--- src/rtl/uart_tx_frame.sv ---
// uart_tx_frame: UART transmitter with run-time parity and stop-length
// selection, paced by an oversampling tick and fed through valid/ready.
// Optional feature macro: UART_TX_PARITY_EN (builds the PARITY state and
// parity generator; when undefined, parity_mode is ignored and frames
// carry no parity bit).

module uart_tx_frame #(
  parameter int DATA_BITS  = 8,
  parameter int OVERSAMPLE = 16
) (
  input  logic                 clk,
  input  logic                 rst,
  input  logic                 sample_tick,
  input  logic [DATA_BITS-1:0] tx_data_in,
  input  logic                 tx_valid,
  output logic                 tx_ready,
  input  logic [1:0]           parity_mode,
  input  logic [1:0]           stop_sel,
  output logic                 tx_busy,
  output logic                 tx_done,
  output logic                 tx_data
);

  localparam int TW = $clog2(2 * OVERSAMPLE);
  localparam int BW = $clog2(DATA_BITS);
  localparam logic [TW-1:0] BIT_LAST    = TW'(OVERSAMPLE - 1);
  localparam logic [TW-1:0] STOP15_LAST = TW'(OVERSAMPLE + OVERSAMPLE / 2 - 1);
  localparam logic [TW-1:0] STOP2_LAST  = TW'(2 * OVERSAMPLE - 1);
  localparam logic [BW-1:0] DATA_LAST   = BW'(DATA_BITS - 1);

  typedef enum logic [2:0] {
    IDLE,
    START,
    DATA,
`ifdef UART_TX_PARITY_EN
    PARITY,
`endif
    STOP
  } state_t;

  state_t               state;
  state_t               state_next;
  logic [TW-1:0]        tick_cnt;
  logic [TW-1:0]        stop_last;
  logic [BW-1:0]        bit_cnt;
  logic [DATA_BITS-1:0] shift_reg;
  logic                 accept;
  logic                 bit_end;
  logic                 stop_end;
  logic                 step;
  logic                 line_next;

`ifdef UART_TX_PARITY_EN
  logic par_en;
  logic par_bit;
`else
  logic unused_parity;
  assign unused_parity = ^parity_mode;
`endif

  assign tx_ready = (state == IDLE);
  assign accept   = tx_valid && tx_ready;
  assign bit_end  = sample_tick && (tick_cnt == BIT_LAST);
  assign stop_end = sample_tick && (tick_cnt == stop_last);
  assign step     = (state == STOP) ? stop_end : bit_end;

  // Next-state decode and the line level the current state wants to drive.
  always_comb begin
    state_next = state;
    line_next  = 1'b1;
    case (state)
      IDLE: begin
        if (accept) state_next = START;
      end
      START: begin
        line_next = 1'b0;
        if (bit_end) state_next = DATA;
      end
      DATA: begin
        line_next = shift_reg[0];
        if (bit_end && (bit_cnt == DATA_LAST)) begin
`ifdef UART_TX_PARITY_EN
          state_next = par_en ? PARITY : STOP;
`else
          state_next = STOP;
`endif
        end
      end
`ifdef UART_TX_PARITY_EN
      PARITY: begin
        line_next = par_bit;
        if (bit_end) state_next = STOP;
      end
`endif
      STOP: begin
        if (stop_end) state_next = IDLE;
      end
      default: state_next = IDLE;
    endcase
  end

  // State register, frame latches, tick/bit counters and registered outputs.
  always_ff @(posedge clk) begin
    if (rst) begin
      state     <= IDLE;
      tick_cnt  <= '0;
      bit_cnt   <= '0;
      shift_reg <= '0;
      stop_last <= '0;
      tx_data   <= 1'b1;
      tx_busy   <= 1'b0;
      tx_done   <= 1'b0;
`ifdef UART_TX_PARITY_EN
      par_en    <= 1'b0;
      par_bit   <= 1'b0;
`endif
    end else begin
      state   <= state_next;
      tx_data <= line_next;
      tx_busy <= (state_next != IDLE);
      tx_done <= (state == STOP) && (state_next == IDLE);
      if (accept) begin
        shift_reg <= tx_data_in;
        tick_cnt  <= '0;
        bit_cnt   <= '0;
        case (stop_sel)
          2'b00:   stop_last <= BIT_LAST;
          2'b01:   stop_last <= STOP15_LAST;
          default: stop_last <= STOP2_LAST;
        endcase
`ifdef UART_TX_PARITY_EN
        par_en  <= (parity_mode == 2'b01) || (parity_mode == 2'b10);
        par_bit <= (^tx_data_in) ^ (parity_mode == 2'b10);
`endif
      end else if ((state != IDLE) && sample_tick) begin
        if (step) begin
          tick_cnt <= '0;
          if (state == DATA) begin
            shift_reg <= shift_reg >> 1;
            bit_cnt   <= bit_cnt + 1'b1;
          end
        end else begin
          tick_cnt <= tick_cnt + 1'b1;
        end
      end
    end
  end

endmodule

--- config.mk ---
export PLATFORM = sky130hd
export DESIGN_NAME = uart_tx_frame
export DESIGN_NICKNAME = d
export VERILOG_FILES = /design/src/rtl/uart_tx_frame.sv
export SDC_FILE = /design/constraint.sdc
export NUM_CORES = 1
export LEC_CHECK = 0
export CORE_ASPECT_RATIO = 1.75
export CORE_UTILIZATION = 30
export DETAILED_ROUTE_END_ITERATION = 8
export PLACE_DENSITY = 0.52
export SLEW_MARGIN = 20
export SYNTH_ARGS = -nofsm -noshare
export SYNTH_HDL_FRONTEND = slang
export SYNTH_SLANG_ARGS = --single-unit
--- constraint.sdc ---
create_clock -name clk -period 3.4 [get_ports clk]
set_input_delay 0.68 -clock clk [delete_from_list [all_inputs] [get_ports clk]]
set_output_delay 0.68 -clock clk [all_outputs]
set_load 0.01 [all_outputs]
==> results.txt <==
----------------------------------------------------
[Status]
  Run status ... finished clean

[Clock network]
  Clock tree from TritonCTS ... yes
  Clock-pin slew on the worst setup and hold paths ... 90 ps
  CTS Buf Count ... 3
  Post CTS Setup Buffer Count ... 0
  Number of sinks on the clock net ... 25
  Clock Latency Late Sink ... 270 ps
  Number of instances resized during post-cts repair ... 0
  Post-CTS Hold Buffers ... 0
  Root buf cell ... sky130_fd_sc_hd__clkbuf_8
  Max H-tree Level ... 1
  Maximum buffer depth of the clock tree ... 2

[STA]
  Achievable Freq ... 458 MHz
  Unrepaired setup endpoints after global routing ... no
  Final worst-path cycle share ... 0.642
  Total Negative Setup Slacks ... 0 ps
  Endpoints failing hold ... 0
  Number of setup violations in the final report ... 0
  Number of pins exceeding their max-slew limit in the final report ... 0
  PnR worst setup slack ... roughly 1200 ps
  Relative slew slack ... 0.571
  Period minus WS final ... 2180 ps
  Slew at the pin closest to its max-slew limit ... 638 ps
  Final clock skew ... 4.98 ps

[Worst setup path]
  Startpoint type of the worst setup path ... flop
  Setup CP Type ... flop to output pin
  Count of cells along the worst register-to-register path ... 7
  Worst endpoint data arrival time ... 1500 ps
  Worst reg2reg path startpoint ... tick_cnt[0]$_SDFFE_PP0P_
  Required @ worst endpoint ... 2720 ps
  Endpoint of the worst-slack reg-to-reg timing path ... shift_reg[5]$_SDFFE_PP0P_
  Reg2reg setup slack ... 1350 ps
  Maximum fanout count along the critical path ... 10
  Category of the worst setup path capture point ... output pin

[Power and ir drop]
  Power density of the placed cells ... 387 nW/µm²
  Overall power ... 0.547 mW
  Peak supply drop ... 0.249 mV
  Leakage power of the design ... about 0.5 nW

[Routing]
  Post-DR vias/cell ... ~5.0
  Detailed Route Iter0 Violations ... 20
  Antenna-violating nets left ... 0
  First-pass DRT Iterations ... 4
  Routed wirelength normalized by instance count ... between 10 and 15 µm
  Total vias in the final route ... 984
  DRT Wirelength ... 2400 µm
  Total DRC errors in the routed layout ... 0

[Synthesis]
  Async SR Flop Fraction ... 0
  Synth area leader ... sky130_fd_sc_hd__dfxtp_1
  Proportion of synthesized chip area in sequential cells ... 0.428
  Most used DFF post-synth ... sky130_fd_sc_hd__dfxtp_1
  Distinct cell type count after synthesis ... 33
  Area of the mapped netlist ... 1170 µm²
  Net count of the mapped netlist ... approximately 160
  Fraction of synthesized cell area in xor and xnor cells ... 0.0450
  Main combinational cell family by area after synthesis ... simple AND/OR/NAND/NOR gates
  Post-synth EDFFs ... 0
  Share of cell area taken by muxes after synthesis ... 0.00857
  Synthesized-area fraction occupied by ao, oa, aoi and oai cells ... 0.207
  Instance count of the mapped netlist ... 135
  Number of warnings printed during yosys synthesis ... 0
  Leading post-synthesis cells by instance count ... 25 x sky130_fd_sc_hd__dfxtp_1, 22 x sky130_fd_sc_hd__nand2_1, 19 x sky130_fd_sc_hd__nor2_1
  Fraction of synthesized cell area taken by the top area cell type ... 0.428
  Flop and latch count out of synthesis ... 25
  Ranking of synthesized cells by area ... sky130_fd_sc_hd__dfxtp_1 43%, sky130_fd_sc_hd__nand2_1 7.1%, sky130_fd_sc_hd__nor2_1 6.1%
  Adder and majority cell fraction of the synthesized area ... 0.0428
  Cell with the most instances after synthesis ... sky130_fd_sc_hd__dfxtp_1
  Synthesized-area fraction occupied by and/or/nand/nor cells ... 0.232
  Post-synthesis average cell area ... 8.66 µm²

[Hold path]
  Worst min-delay path class ... flop to flop
  Worst min-delay path startpoint ... bit_cnt[2]$_SDFFE_PP0P_
  Worst Hold Endpoint ... bit_cnt[2]$_SDFFE_PP0P_
  Hold Crit Depth ... 2

[Floorplanning]
  Initial core utilization ... 0.319
  Die extent in x ... 49.2 µm
  Vert. Die Dim ... 84.6 µm
  Io pins ... 20
  Total number of placement rows ... 29
  Overall die area ... ~4200 µm²
  Total core area ... 3660 µm²

[Placement]
  Final Wtd Congestion ... 0.756
  # port buffers ... 17
  Post-Place Setup Slack ... 979 ps
  Detailed placement HPWL ... 1770 µm
  Instance area at placement ... 1370 µm²

[Final layout]
  Diodes inserted ... 0
  Post-route standard cell area excluding fillers ... 1410 µm²
  # nets final ... about 170
  Largest register FFs ... 8
  Filler cell count ... 392
  Area overhead of the layout relative to synthesis ... 21.0%
  Core utilization of the finished layout ... 0.386
  Fraction of layout instances using a drive strength above 1 ... 0.0467

[Global routing]
  Total routing resource utilization after global routing ... 0.128
  Antenna violations before repair ... 0
  Grt total ovfl ... 0
  Number of global-route vias before repair ... roughly 850
  Largest net degree at the start of global routing ... 19
  Global-route wire length before repair ... 4060 µm

[Flow run]
  Maxcap violations ... 0

----------------------------------------------------
per-layer routing:
metal  routed length, µm  GRT usage
met1                 948      0.149
met2                1320      0.219
met3                  74     0.0217
met4                  51     0.0642
met5                   0          0
where the power goes:
part / internal [mW] / leakage (nW) / switching, mW
sequential: 0.305 / 0.204 / 0.00974
clock: 0.0839 / 0.0228 / 0.0933
combinational: 0.0296 / 0.275 / 0.0264
placed cells by master (no fill, tap or decap), types with 2 or more instances in the layout:
| cell | netlist | layout |
|---|---|---|
| sky130_fd_sc_hd__nor3_1 | 3 | 3 |
| sky130_fd_sc_hd__dfxtp_1 | 25 | 25 |
| sky130_fd_sc_hd__nand3_1 | 3 | 3 |
| sky130_fd_sc_hd__o21ai_0 | 4 | 4 |
| sky130_fd_sc_hd__inv_1 | 3 | 3 |
| sky130_fd_sc_hd__xnor2_1 | 3 | 3 |
| sky130_fd_sc_hd__ha_1 | 4 | 4 |
| sky130_fd_sc_hd__nand2_1 | 22 | 22 |
| sky130_fd_sc_hd__a21boi_0 | 2 | 2 |
| sky130_fd_sc_hd__clkdlybuf4s50_1 | 0 | 17 |
| sky130_fd_sc_hd__clkbuf_8 | 0 | 3 |
| sky130_fd_sc_hd__nor2b_1 | 2 | 2 |
| sky130_fd_sc_hd__nand2b_1 | 2 | 2 |
| sky130_fd_sc_hd__a21oi_1 | 7 | 7 |
| sky130_fd_sc_hd__xor2_1 | 3 | 3 |
| sky130_fd_sc_hd__a311oi_1 | 7 | 7 |
| sky130_fd_sc_hd__a211oi_1 | 5 | 5 |
| sky130_fd_sc_hd__nor2_1 | 19 | 19 |
how the worst max path moves through the flow:
stage,start,endpoint,slack (ps),depth (start not counted)
3_3_place_gp,sample_tick,tx_done$_SDFF_PP0_,1050,4
2_1_floorplan,tick_cnt[0]$_SDFFE_PP0P_,shift_reg[3]$_SDFFE_PP0P_,1660,8
5_1_grt,state[2]$_SDFF_PP0_,tx_ready,1140,2
6_report,state[2]$_SDFF_PP0_,tx_ready,1220,2
4_1_cts,state[2]$_SDFF_PP0_,tx_ready,1190,2
3_5_place_dp,sample_tick,state[0]$_SDFF_PP0_,980,4
metrics by stage:
stage | std cells | hold WS, ps
6_report | 196 | 470
5_1_grt | 196 | 499
4_1_cts | 196 | 472
3_5_place_dp | 192 | 460
3_3_place_gp | 192 | 446
2_1_floorplan | 135 | 440
logic make-up after synthesis:
logic type      after synthesis
simple gates                 58
compound gates               31
flops                        25
buf+inv                       9
xor+xnor                      6
fa+ha+maj                     4
other cells                   1
mux                           1
worst max-delay path, cell delays in order, from the launching register on:
cell and delay (ps):
sky130_fd_sc_hd__dfxtp_1 440, sky130_fd_sc_hd__nor3_2 210, sky130_fd_sc_hd__clkdlybuf4s50_1 570
layout make-up:
cell class                      count  area (µm²)  area share
Clock buffer                        4        45.0      0.0319
Inverter                            3        11.3     0.00796
Multi-Input combinational cell    101         629       0.445
Sequential cell                    25         500       0.354
Tap cell                           46        57.6      0.0407
Timing Repair Buffer               17         170       0.120
(Power assumes the default switching activity.)
